## src/rtl/ldl_pkg.sv

```systemverilog
// Shared types and sizing for the LDL job controller and its row/column counter.
package ldl_pkg;

  localparam int LDL_NUM_ROWS   = 4;
  localparam int LDL_WIDTH      = 32;
  localparam int ROW_ADDR_WIDTH = $clog2(LDL_NUM_ROWS);
  localparam int ROW_SIZE       = LDL_NUM_ROWS * LDL_WIDTH;

  typedef enum logic [3:0] {
    ST_IDLE    = 4'd0,
    ST_LOAD    = 4'd1,
    ST_START   = 4'd2,
    ST_RUN     = 4'd3,
    ST_OUT_D   = 4'd4,
    ST_RD_REQ  = 4'd5,
    ST_RD_WAIT = 4'd6,
    ST_OUT_ROW = 4'd7,
    ST_DONE    = 4'd8
  } ldl_job_state_t;

endpackage

```

## src/rtl/ldl_rc_counter.sv

```systemverilog
// Row/column position counter: full (r,c) walk while loading, row-only walk during readout.
module ldl_rc_counter
  import ldl_pkg::*;
#(
  parameter int NUM_ROWS = LDL_NUM_ROWS,
  parameter int AW       = ROW_ADDR_WIDTH
) (
  input  logic          clk,
  input  logic          rst_n,
  input  logic          clear_i,
  input  logic          inc_i,
  input  logic          col_wrap_i,
  output logic [AW-1:0] r_o,
  output logic [AW-1:0] c_o,
  output logic          last_o
);

  localparam logic [AW-1:0] LAST_IDX = AW'(NUM_ROWS - 1);

  logic [AW-1:0] r_q, r_d;
  logic [AW-1:0] c_q, c_d;

  // NOTE: every always_comb output gets a default first so no path can infer a latch.
  always_comb begin
    r_d = r_q;
    c_d = c_q;
    if (clear_i) begin
      r_d = '0;
      c_d = '0;
    end else if (inc_i) begin
      if (col_wrap_i && (c_q != LAST_IDX)) begin
        c_d = c_q + AW'(1);
      end else begin
        c_d = '0;
        r_d = (r_q == LAST_IDX) ? '0 : r_q + AW'(1);
      end
    end
  end

  // NOTE: state registers use non-blocking assignments so all flops update together at the edge.
  always_ff @(posedge clk or negedge rst_n) begin
    if (!rst_n) begin
      r_q <= '0;
      c_q <= '0;
    end else begin
      r_q <= r_d;
      c_q <= c_d;
    end
  end

  assign r_o    = r_q;
  assign c_o    = c_q;
  assign last_o = (r_q == LAST_IDX) && (!col_wrap_i || (c_q == LAST_IDX));

endmodule

```

## src/rtl/ldl_job_controller.sv

```systemverilog
// Sequences one LDL job: load matrix, run the decomposer, then stream out D and the matrix rows.
module ldl_job_controller
  import ldl_pkg::*;
#(
  parameter int NUM_ROWS = LDL_NUM_ROWS,
  parameter int WIDTH    = LDL_WIDTH
) (
  input  logic                          clk,
  input  logic                          rst,
  input  logic                          job_start,
  input  logic                          in_valid,
  output logic                          in_ready,
  input  logic [WIDTH-1:0]              in_data,
  output logic                          out_valid,
  input  logic                          out_ready,
  output logic [NUM_ROWS*WIDTH-1:0]     out_data,
  output logic                          out_is_d,
  output logic                          busy,
  output logic                          done,
  output logic                          dec_start,
  input  logic                          dec_finished,
  input  logic [NUM_ROWS*WIDTH-1:0]     d_out,
  input  logic [$clog2(NUM_ROWS)-1:0]   dec_row_addr,
  input  logic                          dec_row_addr_ready,
  input  logic [$clog2(NUM_ROWS)-1:0]   dec_write_row_addr,
  input  logic [$clog2(NUM_ROWS)-1:0]   dec_write_col_addr,
  input  logic [WIDTH-1:0]              dec_write_data,
  input  logic                          dec_write_ready,
  output logic [$clog2(NUM_ROWS)-1:0]   row_addr,
  output logic                          row_addr_ready,
  input  logic                          row_valid,
  input  logic [NUM_ROWS*WIDTH-1:0]     row_out,
  output logic [$clog2(NUM_ROWS)-1:0]   write_row_addr,
  output logic [$clog2(NUM_ROWS)-1:0]   write_col_addr,
  output logic [WIDTH-1:0]              write_data,
  output logic                          write_ready
);

  localparam int AW = $clog2(NUM_ROWS);
  localparam int RW = NUM_ROWS * WIDTH;

  ldl_job_state_t state_q, state_d;
  logic [RW-1:0]  row_q, row_d;

  logic          cnt_clear, cnt_inc, cnt_col_wrap, cnt_last;
  logic [AW-1:0] cnt_r, cnt_c;
  logic          dec_owns_ports;

  ldl_rc_counter #(
    .NUM_ROWS (NUM_ROWS),
    .AW       (AW)
  ) u_rc_counter (
    .clk        (clk),
    .rst_n      (rst),
    .clear_i    (cnt_clear),
    .inc_i      (cnt_inc),
    .col_wrap_i (cnt_col_wrap),
    .r_o        (cnt_r),
    .c_o        (cnt_c),
    .last_o     (cnt_last)
  );

  always_comb begin
    state_d      = state_q;
    row_d        = row_q;
    cnt_clear    = 1'b0;
    cnt_inc      = 1'b0;
    cnt_col_wrap = 1'b0;
    case (state_q)
      ST_IDLE: begin
        if (job_start) begin
          state_d   = ST_LOAD;
          cnt_clear = 1'b1;
        end
      end
      ST_LOAD: begin
        cnt_col_wrap = 1'b1;
        if (in_valid) begin
          cnt_inc = 1'b1;
          if (cnt_last) state_d = ST_START;
        end
      end
      ST_START: state_d = ST_RUN;
      ST_RUN: begin
        if (dec_finished) state_d = ST_OUT_D;
      end
      ST_OUT_D: begin
        if (out_ready) begin
          state_d   = ST_RD_REQ;
          cnt_clear = 1'b1;
        end
      end
      ST_RD_REQ: state_d = ST_RD_WAIT;
      ST_RD_WAIT: begin
        if (row_valid) begin
          row_d   = row_out;
          state_d = ST_OUT_ROW;
        end
      end
      ST_OUT_ROW: begin
        if (out_ready) begin
          if (cnt_last) begin
            state_d = ST_DONE;
          end else begin
            cnt_inc = 1'b1;
            state_d = ST_RD_REQ;
          end
        end
      end
      ST_DONE: state_d = ST_IDLE;
      default: state_d = ST_IDLE;
    endcase
  end

  always_ff @(posedge clk or negedge rst) begin
    if (!rst) begin
      state_q <= ST_IDLE;
      row_q   <= '0;
    end else begin
      state_q <= state_d;
      row_q   <= row_d;
    end
  end

  // Decoded purely from registered state so a reset drops every strobe immediately.
  assign in_ready  = (state_q == ST_LOAD);
  assign busy      = (state_q != ST_IDLE);
  assign done      = (state_q == ST_DONE);
  assign dec_start = (state_q == ST_START);
  assign out_valid = (state_q == ST_OUT_D) || (state_q == ST_OUT_ROW);
  assign out_is_d  = (state_q == ST_OUT_D);
  assign out_data  = (state_q == ST_OUT_D)   ? d_out :
                     (state_q == ST_OUT_ROW) ? row_q : '0;

  // The decomposer owns the matrix ports only while it runs; its requests are dropped otherwise.
  assign dec_owns_ports = (state_q == ST_START) || (state_q == ST_RUN);

  assign row_addr       = dec_owns_ports ? dec_row_addr       : cnt_r;
  assign row_addr_ready = dec_owns_ports ? dec_row_addr_ready : (state_q == ST_RD_REQ);
  assign write_row_addr = dec_owns_ports ? dec_write_row_addr : cnt_r;
  assign write_col_addr = dec_owns_ports ? dec_write_col_addr : cnt_c;
  assign write_data     = dec_owns_ports ? dec_write_data     : in_data;
  assign write_ready    = dec_owns_ports ? dec_write_ready    : ((state_q == ST_LOAD) && in_valid);

endmodule

```

## config.mk

```make
export PLATFORM = sky130hd
export DESIGN_NAME = ldl_job_controller
export DESIGN_NICKNAME = d
export VERILOG_FILES = /design/src/rtl/ldl_pkg.sv /design/src/rtl/ldl_rc_counter.sv /design/src/rtl/ldl_job_controller.sv
export SDC_FILE = /design/constraint.sdc
export NUM_CORES = 1
export LEC_CHECK = 0
export CORE_AREA = 2 2 198 200
export DETAILED_ROUTE_END_ITERATION = 16
export DIE_AREA = 0 0 200 202
export PLACE_DENSITY_LB_ADDON = 0.25
export SLEW_MARGIN = 20
export SYNTH_ARGS = -nofsm -noshare
export SYNTH_HDL_FRONTEND = slang
export SYNTH_SLANG_ARGS = --single-unit
```

## constraint.sdc

```tcl
create_clock -name clk -period 2.5 [get_ports clk]
set_input_delay 0.5 -clock clk [delete_from_list [all_inputs] [get_ports clk]]
set_output_delay 0.5 -clock clk [all_outputs]
set_load 0.01 [all_outputs]
```

==> metrics.md <==
| Metric | Value |
|---|---|
| Fin nets | ~1500 |
| Synth Area in XOR/XNOR | 0% |
| Vias | roughly 7000 |
| Final Critical Period | about 2.6 ns |
| Initial antenna violation count | 1 |
| Simple-gate area share of the yosys netlist | around 3.5% |
| FMAX | 386 MHz |
| Pre-Repair DR Iteration Count | 4 |
| GRT Util Overall | between 10% and 20% |
| Critical path arrival | around 2.1 ns |
| Critical Path Start Type | register |
| Syn Std Cell Area | 0.00707 mm² |
| Final number of setup-violating endpoints | 69 |
| Grt met3 use | between 4 and 5% |
| Max Root-Sink Buffers | 2 |
| PwrDens | between 1000 and 1500 mW/mm² |
| Total Wirelength | 35300 µm |
| Post-synth cell types | 38 |
| Largest net degree at the start of global routing | 52 |
| Num Clock Sinks | roughly 140 |
| Post-Synth Adder-Cell Area | less than 1% |
| Syn_nets | roughly 900 |
| Post-Place Cells | 1543 |
| WHS | 0.00811 ns |
| Final hold vios | 0 |
| Max Transition Viols Final | 0 |
| Tot Pwr | between 15 and 20 mW |
| Worst-path clk slew | approximately 0.060 ns |
| Die height | just over 200 µm |
| Hpwl dp | approximately 22000 µm |
| Routed length per instance | ~21 µm |
| CTS H-Tree Depth | 4 |
| Synthesized flop and latch total | 136 |
| Full die area | about 0.040 mm² |
| Outcome | complete, but fails checks |
| Remaining antenna violation count | 0 |
| WP data required | approximately 2.0 ns |
| Fin cells | 1647 |
| Main combinational cell family by area after synthesis | multiplexers |
| Actual slew at the worst max-slew pin | 0.510 ns |
| Initial Utilization | a little under a fifth |
| Static Leak | 6.47 nW |
| Number of cell rows | slightly above 70 |
| Tcrit/Tclk final | 104% |
| Post-synthesis mux area share | 26.1% |
| IO buf count | approximately 510 |
| Crit path capture type | primary output |
| Residual DRC count | 0 |
| Critical R2R Launch | state_q[3] |
| Max FO, Critical Path | 4 |
| DR vias/cell | between 4 and 5 |
| Die Wd | approximately 200 µm |
| CTS Buf Count | 17 |
| Synth Area in Compound Gates | about 18% |
| Share of cells above drive strength 1 | 31.8% |
| Max_cap viols | 0 |
| Clk_skew | 0.00629 ns |
| Global-route wire length before repair | 48700 µm |
| Grt met1 use | 19.2% |
| RSZ-0062 raised after global routing | true |
| Met2 usage | between 30 and 40% |
| Core area | 0.0383 mm² |
| Worst Reg-to-Reg Cells | 7 |
| IO Pins | 509 |
| Worst IR Drop VDD | about 0.00053 V |
| Clk_lat worst skew | 0.44 ns |
| DR iter-0 viols | roughly 230 |
| Sequential-to-total area share from yosys stat | between 40% and 50% |
| Setup TNS | -2.59 ns |
| GRT Max-Usage Layer | met2 |
| Reg2Reg Setup Slack | ~0.21 ns |
| Grt ovf | 0 |
| Number of global-route vias before repair | 7611 |
| Mapped Cells | 547 |
| Total number of yosys warnings | 0 |
| Final WS setup | -0.0915 ns |
| Setup CP Type | reg -> out |
| Area Overhead vs Synth | 104% |
| HP Class | in -> async |
| Routability Congestion | around 0.75 |
| Root Buffer | clkbuf_16 |
| Core Util, Final | a little under two fifths |
| ANT cells | 0 |
| Max transition margin | between 60% and 70% |
| Avg Cell Area, Syn | between 10 and 15 µm² |
| Reg2reg end | row_q[123] |
| CTS tree | done |
| Violated checks | negative setup slack |
## synth_stat cells
| cell | count | area [µm²] |
|---|---|---|
| dfrtp_1 | 136 | 3400 |
| nand3_1 | 2 | 10.0 |
| nor4_1 | 1 | 6.26 |
| buf_6 | 2 | 22.5 |
| nand4_1 | 1 | 6.26 |
| mux2_1 | 111 | 1250 |
| a21oi_1 | 3 | 15.0 |
| nor2_1 | 4 | 15.0 |
| nor3b_2 | 1 | 12.5 |
| nor3_2 | 1 | 10.0 |
| o21ai_0 | 5 | 25.0 |
| nor2b_1 | 2 | 12.5 |
| nor3b_1 | 2 | 15.0 |
| inv_1 | 3 | 11.3 |
| a32oi_1 | 1 | 8.76 |
| buf_1 | 2 | 7.51 |
| and4b_1 | 1 | 10.0 |
| ha_1 | 2 | 25.0 |
| o211ai_1 | 1 | 7.51 |
| buf_2 | 24 | 120 |
| clkbuf_1 | 13 | 48.8 |
| or2_1 | 1 | 6.26 |
| buf_4 | 11 | 82.6 |
| nand2_1 | 16 | 60.1 |
| nor3_1 | 3 | 15.0 |
| nor4b_1 | 1 | 8.76 |
| mux2i_1 | 1 | 10.0 |
| a22oi_1 | 1 | 7.51 |
| nor4b_2 | 1 | 15.0 |
| mux2_2 | 52 | 586 |
| a22o_1 | 131 | 1150 |
| or3_1 | 1 | 6.26 |
| nand2b_1 | 5 | 31.3 |
| and3b_1 | 1 | 8.76 |
| o32a_1 | 1 | 10.0 |
| o211a_1 | 1 | 10.0 |
| o311ai_0 | 1 | 8.76 |
| a32o_1 | 1 | 10.0 |
## how the worst max path moves through the flow
stage / start / endpoint / depth (start not counted)
after floorplan: state_q[2] / write_data[0] / 4
after global placement: state_q[0] / out_data[94] / 5
after detailed placement: state_q[0] / out_data[94] / 5
after CTS: state_q[0] / out_data[18] / 9
after global routing: state_q[1] / out_data[27] / 9
final: state_q[3] / write_data[29] / 8
## stage by stage
step / worst slack, ns / area [µm²]
floorplan: 0.460 / 7070
global placement: 0.0567 / 12800
detailed placement: 0.0338 / 12800
CTS: -0.187 / 14300
global route: -0.195 / 14400
finish: -0.0915 / 14400
## layer usage
| metal | up-vias | routed length [µm] |
|---|---|---|
| met5 | - | 13 |
| met1 | 3567 | 13800 |
| met2 | 352 | 17900 |
| met3 | 31 | 3020 |
| li1 | 3243 | - |
| met4 | 2 | 523 |
## placed cells by master, fill, tap and decap left out, drive strengths merged, types with 2 or more instances in the layout
cell / Yosys / layout
dlygate4sd2: 0 / 6
nor4b: 2 / 2
mux2: 163 / 163
clkinv: 0 / 5
a21oi: 3 / 3
a22o: 131 / 131
inv: 3 / 6
clkinvlp: 0 / 2
nor3b: 3 / 3
ha: 2 / 2
clkdlybuf4s50: 0 / 333
o21ai: 5 / 5
nand3: 2 / 2
nor3: 4 / 4
nor2b: 2 / 2
dfrtp: 136 / 136
clkbuf: 13 / 24
buf: 39 / 257
nor2: 4 / 4
bufinv: 0 / 3
nand2: 16 / 16
nand2b: 5 / 5
## what timing repair did
item                       CTS  global route
gates resized for setup    735            88
setup buffers               44            11
setup endpoints to repair  174           165
cloned                      26             3
pin swaps                   36            83
hold buffers                 0             0
## worst max-delay path: stages (launching register included)
cell	delay (ns)
dfrtp_1	0.41
buf_6	0.14
nor3b_4	0.21
buf_6	0.15
buf_12	0.11
buf_16	0.12
buf_12	0.10
mux2_4	0.30
buf_6	0.13
## where the power goes
part / leakage (nW) / internal, mW / switching, mW / total, mW
sequential: 1.66 / 3.28 / 0.759 / 4.04
clock: 0.294 / 1.60 / 1.04 / 2.64
combinational: 4.51 / 5.63 / 4.21 / 9.84
total: 6.47 / 10.5 / 6.01 / 16.5
## cells by family (layout without fill, tap and decap cells)
logic type,after synthesis,after routing
muxes,164,164
and+or+nand+nor,44,44
AOI/OAI and AO/OA,146,146
adders and majority gates,2,2
buffers and inverters,55,637
DFF,136,136
## state kept, by name, summed over array words and instances, names as in the netlist
name / count
row_q: 128
u_rc_counter.r_o: 2
u_rc_counter.c_o: 2
state_q: 4
## area by class of cell
type	instances	area [µm²]
fillers	3772	23900
repair buffers	602	6160
multi-input cells	356	3550
flip-flops and latches	136	3400
well taps	518	648
clock buffers	19	443
clock inverters	13	168
inverters	3	11.3
Power figures use the tool's default switching activity.
